--- src/rtl/div_sequencer_if.sv ---
// Operand, divider, keypad and display signals shared by the divide sequencer and its surroundings.
// No storage: pure wiring bundle, zero latency.
// Backpressure is carried by op_ready (driven by the sequencer, honoured by the operand source).
`timescale 1ns/1ps
interface div_sequencer_if #(
  parameter int N = 16
) ();
  // operand entry handshake
  logic         op_valid;
  logic         op_ready;
  logic [N-1:0] op_A;
  logic [N-1:0] op_B;
  logic         op_sign_A;
  logic         op_sign_B;
  // divider request / response
  logic         div_start;
  logic [N-1:0] div_A;
  logic [N-1:0] div_B;
  logic         div_sign_A;
  logic         div_sign_B;
  logic         div_done;
  logic [N-1:0] div_Q;
  logic [N-1:0] div_R;
  logic         div_sign_Q;
  logic         div_sign_R;
  logic         div_err0;
  // keypad
  logic         key_valid;
  logic [3:0]   key_code;
  // display and status
  logic [N-1:0] disp_val;
  logic         disp_neg;
  logic         disp_sel;
  logic         busy;
  logic         err;
  logic [1:0]   err_code;

  // sequencer side
  modport slave (
    input  op_valid, op_A, op_B, op_sign_A, op_sign_B,
    output op_ready,
    output div_start, div_A, div_B, div_sign_A, div_sign_B,
    input  div_done, div_Q, div_R, div_sign_Q, div_sign_R, div_err0,
    input  key_valid, key_code,
    output disp_val, disp_neg, disp_sel, busy, err, err_code
  );

  // environment side: operand source, divider, keypad, display
  modport master (
    output op_valid, op_A, op_B, op_sign_A, op_sign_B,
    input  op_ready,
    input  div_start, div_A, div_B, div_sign_A, div_sign_B,
    output div_done, div_Q, div_R, div_sign_Q, div_sign_R, div_err0,
    output key_valid, key_code,
    input  disp_val, disp_neg, disp_sel, busy, err, err_code
  );
endinterface

--- src/rtl/div_sequencer.sv ---
// Sequences one divide: captures operands, pulses the divider, latches Q/R for display, handles keys and errors.
// Latency: capture edge k -> div_start in cycle k+1; result on disp_val the cycle after div_done is sampled.
// Backpressure: op_ready low in ISSUE/WAIT; operands offered then are dropped, not queued.
`timescale 1ns/1ps
module div_sequencer #(
  parameter int         N        = 16,
  parameter int         TIMEOUT  = 64,
  parameter logic [3:0] KEY_SWAP = 4'hE,
  parameter logic [3:0] KEY_CLR  = 4'hF
) (
  input logic            clk,
  input logic            rst,
  div_sequencer_if.slave bus
);

  localparam int CW = $clog2(TIMEOUT + 1);

  typedef enum logic [2:0] {
    S_IDLE,
    S_ISSUE,
    S_WAIT,
    S_RESULT,
    S_ERROR
  } state_t;

  state_t        state;
  logic          op_ready_q;
  logic          div_start_q;
  logic          busy_q;
  logic          err_q;
  logic [1:0]    err_code_q;
  logic [N-1:0]  disp_val_q;
  logic          disp_neg_q;
  logic          disp_sel_q;
  logic [N-1:0]  div_a_q;
  logic [N-1:0]  div_b_q;
  logic          div_sign_a_q;
  logic          div_sign_b_q;
  logic [N-1:0]  q_lat;
  logic [N-1:0]  r_lat;
  logic          sq_lat;
  logic          sr_lat;
  logic [CW-1:0] cnt;

  logic capture;
  logic key_clr;
  logic key_swap;
  logic timeout_hit;

  assign capture     = bus.op_valid & op_ready_q;
  assign key_clr     = bus.key_valid && (bus.key_code == KEY_CLR);
  assign key_swap    = bus.key_valid && (bus.key_code == KEY_SWAP);
  assign timeout_hit = (cnt == CW'(TIMEOUT));

  // Main sequencer FSM; every output is a register updated alongside the state.
  always_ff @(posedge clk or negedge rst) begin
    if (!rst) begin
      state        <= S_IDLE;
      op_ready_q   <= 1'b1;
      div_start_q  <= 1'b0;
      busy_q       <= 1'b0;
      err_q        <= 1'b0;
      err_code_q   <= 2'b00;
      disp_val_q   <= '0;
      disp_neg_q   <= 1'b0;
      disp_sel_q   <= 1'b0;
      div_a_q      <= '0;
      div_b_q      <= '0;
      div_sign_a_q <= 1'b0;
      div_sign_b_q <= 1'b0;
      q_lat        <= '0;
      r_lat        <= '0;
      sq_lat       <= 1'b0;
      sr_lat       <= 1'b0;
      cnt          <= '0;
    end else begin
      div_start_q <= 1'b0;
      case (state)
        S_IDLE, S_RESULT, S_ERROR: begin
          if (capture) begin
            // a new capture outranks any key in the same cycle
            div_a_q      <= bus.op_A;
            div_b_q      <= bus.op_B;
            div_sign_a_q <= bus.op_sign_A;
            div_sign_b_q <= bus.op_sign_B;
            disp_sel_q   <= 1'b0;
            disp_val_q   <= '0;
            disp_neg_q   <= 1'b0;
            if (bus.op_B != '0) begin
              state       <= S_ISSUE;
              op_ready_q  <= 1'b0;
              div_start_q <= 1'b1;
              busy_q      <= 1'b1;
              err_q       <= 1'b0;
              err_code_q  <= 2'b00;
            end else begin
              // divide-by-zero caught locally; the divider is never started
              state      <= S_ERROR;
              op_ready_q <= 1'b1;
              busy_q     <= 1'b0;
              err_q      <= 1'b1;
              err_code_q <= 2'b01;
            end
          end else if ((state != S_IDLE) && key_clr) begin
            state      <= S_IDLE;
            q_lat      <= '0;
            r_lat      <= '0;
            sq_lat     <= 1'b0;
            sr_lat     <= 1'b0;
            disp_val_q <= '0;
            disp_neg_q <= 1'b0;
            disp_sel_q <= 1'b0;
            err_q      <= 1'b0;
            err_code_q <= 2'b00;
          end else if ((state == S_RESULT) && key_swap) begin
            // flip the view and load the value matching the new selection
            disp_sel_q <= ~disp_sel_q;
            disp_val_q <= disp_sel_q ? q_lat : r_lat;
            disp_neg_q <= disp_sel_q ? sq_lat : sr_lat;
          end
        end

        S_ISSUE: begin
          state <= S_WAIT;
          cnt   <= CW'(1);
        end

        S_WAIT: begin
          if (bus.div_done) begin
            // done wins even on the timeout cycle
            cnt        <= '0;
            busy_q     <= 1'b0;
            op_ready_q <= 1'b1;
            if (bus.div_err0) begin
              state      <= S_ERROR;
              err_q      <= 1'b1;
              err_code_q <= 2'b01;
            end else begin
              state      <= S_RESULT;
              q_lat      <= bus.div_Q;
              r_lat      <= bus.div_R;
              sq_lat     <= bus.div_sign_Q;
              sr_lat     <= bus.div_sign_R;
              disp_val_q <= bus.div_Q;
              disp_neg_q <= bus.div_sign_Q;
            end
          end else if (timeout_hit) begin
            state      <= S_ERROR;
            cnt        <= '0;
            busy_q     <= 1'b0;
            op_ready_q <= 1'b1;
            err_q      <= 1'b1;
            err_code_q <= 2'b10;
          end else begin
            cnt <= cnt + 1'b1;
          end
        end

        default: begin
          state      <= S_IDLE;
          op_ready_q <= 1'b1;
          busy_q     <= 1'b0;
        end
      endcase
    end
  end

  assign bus.op_ready   = op_ready_q;
  assign bus.div_start  = div_start_q;
  assign bus.div_A      = div_a_q;
  assign bus.div_B      = div_b_q;
  assign bus.div_sign_A = div_sign_a_q;
  assign bus.div_sign_B = div_sign_b_q;
  assign bus.disp_val   = disp_val_q;
  assign bus.disp_neg   = disp_neg_q;
  assign bus.disp_sel   = disp_sel_q;
  assign bus.busy       = busy_q;
  assign bus.err        = err_q;
  assign bus.err_code   = err_code_q;

endmodule

--- src/flat_wrapper.sv ---
// flat-port wrapper written by rule: the top's interface ports become plain ports
module div_sequencer_flat 
#(
  parameter int         N        = 16,
  parameter int         TIMEOUT  = 64,
  parameter logic [3:0] KEY_SWAP = 4'hE,
  parameter logic [3:0] KEY_CLR  = 4'hF
)
  (clk, rst, bus_op_valid, bus_op_A, bus_op_B, bus_op_sign_A, bus_op_sign_B, bus_op_ready, bus_div_start, bus_div_A, bus_div_B, bus_div_sign_A, bus_div_sign_B, bus_div_done, bus_div_Q, bus_div_R, bus_div_sign_Q, bus_div_sign_R, bus_div_err0, bus_key_valid, bus_key_code, bus_disp_val, bus_disp_neg, bus_disp_sel, bus_busy, bus_err, bus_err_code);
  div_sequencer_if #(.N(N)) bus_i ();
  input logic clk;
  input logic rst;
  input wire logic [$bits(bus_i.op_valid)-1:0] bus_op_valid;
  input wire logic [$bits(bus_i.op_A)-1:0] bus_op_A;
  input wire logic [$bits(bus_i.op_B)-1:0] bus_op_B;
  input wire logic [$bits(bus_i.op_sign_A)-1:0] bus_op_sign_A;
  input wire logic [$bits(bus_i.op_sign_B)-1:0] bus_op_sign_B;
  output wire logic [$bits(bus_i.op_ready)-1:0] bus_op_ready;
  output wire logic [$bits(bus_i.div_start)-1:0] bus_div_start;
  output wire logic [$bits(bus_i.div_A)-1:0] bus_div_A;
  output wire logic [$bits(bus_i.div_B)-1:0] bus_div_B;
  output wire logic [$bits(bus_i.div_sign_A)-1:0] bus_div_sign_A;
  output wire logic [$bits(bus_i.div_sign_B)-1:0] bus_div_sign_B;
  input wire logic [$bits(bus_i.div_done)-1:0] bus_div_done;
  input wire logic [$bits(bus_i.div_Q)-1:0] bus_div_Q;
  input wire logic [$bits(bus_i.div_R)-1:0] bus_div_R;
  input wire logic [$bits(bus_i.div_sign_Q)-1:0] bus_div_sign_Q;
  input wire logic [$bits(bus_i.div_sign_R)-1:0] bus_div_sign_R;
  input wire logic [$bits(bus_i.div_err0)-1:0] bus_div_err0;
  input wire logic [$bits(bus_i.key_valid)-1:0] bus_key_valid;
  input wire logic [$bits(bus_i.key_code)-1:0] bus_key_code;
  output wire logic [$bits(bus_i.disp_val)-1:0] bus_disp_val;
  output wire logic [$bits(bus_i.disp_neg)-1:0] bus_disp_neg;
  output wire logic [$bits(bus_i.disp_sel)-1:0] bus_disp_sel;
  output wire logic [$bits(bus_i.busy)-1:0] bus_busy;
  output wire logic [$bits(bus_i.err)-1:0] bus_err;
  output wire logic [$bits(bus_i.err_code)-1:0] bus_err_code;
  assign bus_i.op_valid = bus_op_valid;
  assign bus_i.op_A = bus_op_A;
  assign bus_i.op_B = bus_op_B;
  assign bus_i.op_sign_A = bus_op_sign_A;
  assign bus_i.op_sign_B = bus_op_sign_B;
  assign bus_op_ready = bus_i.op_ready;
  assign bus_div_start = bus_i.div_start;
  assign bus_div_A = bus_i.div_A;
  assign bus_div_B = bus_i.div_B;
  assign bus_div_sign_A = bus_i.div_sign_A;
  assign bus_div_sign_B = bus_i.div_sign_B;
  assign bus_i.div_done = bus_div_done;
  assign bus_i.div_Q = bus_div_Q;
  assign bus_i.div_R = bus_div_R;
  assign bus_i.div_sign_Q = bus_div_sign_Q;
  assign bus_i.div_sign_R = bus_div_sign_R;
  assign bus_i.div_err0 = bus_div_err0;
  assign bus_i.key_valid = bus_key_valid;
  assign bus_i.key_code = bus_key_code;
  assign bus_disp_val = bus_i.disp_val;
  assign bus_disp_neg = bus_i.disp_neg;
  assign bus_disp_sel = bus_i.disp_sel;
  assign bus_busy = bus_i.busy;
  assign bus_err = bus_i.err;
  assign bus_err_code = bus_i.err_code;
  div_sequencer #(.N(N), .TIMEOUT(TIMEOUT), .KEY_SWAP(KEY_SWAP), .KEY_CLR(KEY_CLR)) u_core (.clk(clk), .rst(rst), .bus(bus_i));
endmodule
--- config.mk ---
export PLATFORM = sky130hd
export DESIGN_NAME = div_sequencer_flat
export DESIGN_NICKNAME = d
export VERILOG_FILES = /design/src/rtl/div_sequencer_if.sv /design/src/rtl/div_sequencer.sv /design/src/flat_wrapper.sv
export SDC_FILE = /design/constraint.sdc
export NUM_CORES = 1
export LEC_CHECK = 0
export ABC_AREA = 1
export BUFFER_PORTS_ARGS = -buffer_cell sky130_fd_sc_hd__buf_2
export CORE_MARGIN = 2
export CORE_UTILIZATION = 56
export CTS_CLUSTER_SIZE = 14
export DETAILED_ROUTE_END_ITERATION = 6
export PLACE_DENSITY = 0.83
export RECOVER_POWER = 50
export SKIP_LAST_GASP = 1
export SLEW_MARGIN = 20
export SYNTH_ARGS = -nofsm -noshare
export SYNTH_HDL_FRONTEND = slang
export SYNTH_SLANG_ARGS = --single-unit
--- constraint.sdc ---
create_clock -name clk -period 3.3 [get_ports clk]
set_input_delay 0.99 -clock clk [delete_from_list [all_inputs] [get_ports clk]]
set_output_delay 0.99 -clock clk [all_outputs]
set_load 0.01 [all_outputs]
==> results.cfg <==
[hold_path]
hp-class = flip-flop to flip-flop
min_from = u_core.bus.div_B[14]$_DFFE_PN0P_
min_path_cells = 2
min_to = u_core.bus.div_B[14]$_DFFE_PN0P_

[setup_path]
crit_type = input pin to asynchronous set/reset pin
rrSetupSlack_ns = 0.95
endpoint_kind = asynchronous set/reset pin
max_stage_delay_ns = 0.95
cp-start-kind = input pin
worst-path-buf-inv = 2
crit_arrival_ns = 2.80
path_cells = clkbuf_2 -> clkbuf_1
worstPathMaxFanout = 55
r2r_end = u_core.q_lat[7]$_DFFE_PN0P_
required_ns = 3.66
r2r-start = u_core.state[2]$_DFFE_PN0P_
critPathTopFamily = buffers and inverters
slowest_stage = clkbuf_2
r2r_cells = 8

[floorplanning]
fp.dieW_um = 96.2
core_area_um2 = 8220
ios = 136
die_y_um = 96.2
fp.dieArea_um2 = 9260
start_util_pct = 58.0
row_count = 33

[global_route]
grt_max_degree = 69
antenna_found_initial = 0
grt.overflow.total = 0
grt_pass1_wl_mm = 18.9
grt_pass1_vias = 4072
grt.total_usage_pct = 26.4

[final_layout]
antenna_cells = 0
nNetsFinal = 812
seq_area_um2 = 2550
final.fill_count = 693
final_area_um2 = 5620
multi_input_area_um2 = 1870
syn_to_final_growth_pct = 18.1
drive_above_1_share_pct = 21.2
fin_util_pct = 68.4

[logic_synthesis]
syn_inst = 607
ys_seq_area_share_pct = 53.6
ys_warn_count = 0
synth_edf_count = 0
async_flop_share_pct = 100
dominantRegCellSynth = dfrtp_1
synth.avg_cell_area_um2 = 7.85
syn_nets = 687
yosysTopAreaCellShare_pct = 53.1
synth.distinct_cells = 29
ys_ff_latch = 102
syn_area_um2 = 4760
ys_top_cells_by_area = dfrtp_1 (53%), nand2_1 (22%), nand3_1 (4.4%)
synth_most_common_cell = nand2_1
yosysTopAreaCell = dfrtp_1
synth_common_cells = nand2_1 (282), dfrtp_1 (101), nand3_1 (42)

[clocking]
cts_hold_buf = 0
htree_levels = 3
cts_setup_buffers = 0
clkTransAtPathRegs_ns = 0.10
clock_sinks = 102
cts_made_buffers = 9
root_buffer = clkbuf_8
clk_latency_ns = 0.37
ctsResizeCount = 0
cts_tree = done
clock_path_buffers = 2

[sta]
finalCritPeriodShare_pct = 74.0
drv_slew = 0
holdWs_ns = 0.481
slew_headroom_pct = 11.8
layout_setup_ws_ns = 0.858
tns_ns = 0
period_minus_slack_ns = 2.44
worst_pin_slew_ns = 1.32
skew_ns = 0.0101
hold_violations = 0
setup_viol = 0
grt_setup_unrepaired = no
max_freq_mhz = 409

[power]
switching_share_pct = 44.5
clkPwrFrac_pct = 17.1
combPwrFrac_pct = 43.8
seq_power_share_pct = 39.1
ir_drop_uv = 479
p_sw_mw = 2.11
p_int_mw = 2.63
powerDensity_nw_per_um2 = 843
p_leak_nw = 3.08

[detailed_routing]
drcViolationCount = 0
via_count = 4317
routed_via_density = 5.13
ant_nets = 0
drt_iter0_drc = 350
drtPass1Iterations = 7
wl_mm = 11.6
routedWlPerCell_um = 13.8

[placement]
postPlaceCellArea_um2 = 5460
portBuffers = 135
dp_slack_ns = 0.655
dp_hpwl_mm = 8.07
gp_congestion = 0.926

[run]
cap_violations = 0

[status]
status = completed
## metal layers
metal	up-vias	GRT usage [%]	share of wire, %
li1	2154	-	-
met1	1967	36.3	44
met2	181	42.2	47
met3	15	5.17	7.0
met4	0	8.57	1.6
met5	-	0	0
## cell families (layout without fill, tap and decap cells)
family          after synthesis  after routing  synth area share (%)
xor+xnor                      2              2                 0.368
compound gates               66             66                  7.38
flops                       102            102                  53.6
fa+ha+maj                     2              2                 0.525
simple gates                362            362                  31.0
buf+inv                      73            203                  7.07
## state kept, by name, indices dropped and copies added, names as in the netlist, 2 cells and up
register,flops
u_core.cnt,7
u_core.state,3
u_core.bus.div_B,16
u_core.bus.div_A,16
u_core.bus.err_code,2
u_core.bus.disp_val,16
u_core.q_lat,16
u_core.r_lat,16
## stage by stage
step | cells | power, mW
5_1_grt | 842 | 5.10
3_3_place_gp | 826 | 3.87
2_1_floorplan | 607 | 3.37
6_report | 842 | 4.74
3_5_place_dp | 826 | 3.95
4_1_cts | 842 | 4.76
## power by group through the flow
stage	Clock [mW]	Sequential [mW]	Combinational [mW]
after global routing	0.859	1.90	2.34
after floorplan	0	1.98	1.39
final	0.812	1.85	2.07
after CTS	0.815	1.85	2.10
after detailed placement	0	1.87	2.08
after global placement	0	1.85	2.02
## final cells by class
| class | count | share of cell area (%) |
|---|---|---|
| multi-input combinational | 432 | 33.3 |
| clock inverter | 6 | 1.09 |
| clock buffer | 10 | 2.45 |
| timing repair buffer | 141 | 12.2 |
| tap | 105 | 2.34 |
| sequential | 102 | 45.4 |
| inverter | 46 | 3.16 |
## how the worst max path moves through the flow
stage / start / to / depth (start not counted)
2_1_floorplan: bus_key_code[1] / u_core.r_lat[10]$_DFFE_PN0P_ / 9
3_3_place_gp: bus_op_valid / u_core.bus.op_ready$_DFFE_PN1P_ / 9
3_5_place_dp: bus_div_err0 / u_core.q_lat[7]$_DFFE_PN0P_ / 8
4_1_cts: u_core.state[2]$_DFFE_PN0P_ / u_core.q_lat[7]$_DFFE_PN0P_ / 8
5_1_grt: rst / u_core.r_lat[3]$_DFFE_PN0P_ / 2
6_report: rst / u_core.r_lat[3]$_DFFE_PN0P_ / 2
## layout by cell type (no fill, tap or decap), types with 4 or more instances in the layout
cell	Yosys	routed
nand2_1	282	282
nor2_1	21	21
nor3_1	4	4
dfrtp_1	101	101
clkbuf_1	8	18
inv_2	4	4
clkbuf_8	0	10
nand4_1	5	5
a21oi_1	4	4
buf_2	10	120
o21ai_2	4	4
o21ai_0	24	24
inv_1	39	39
o21ai_1	31	31
nand3_1	42	42
No activity file was read; power rests on OpenSTA's default activity.
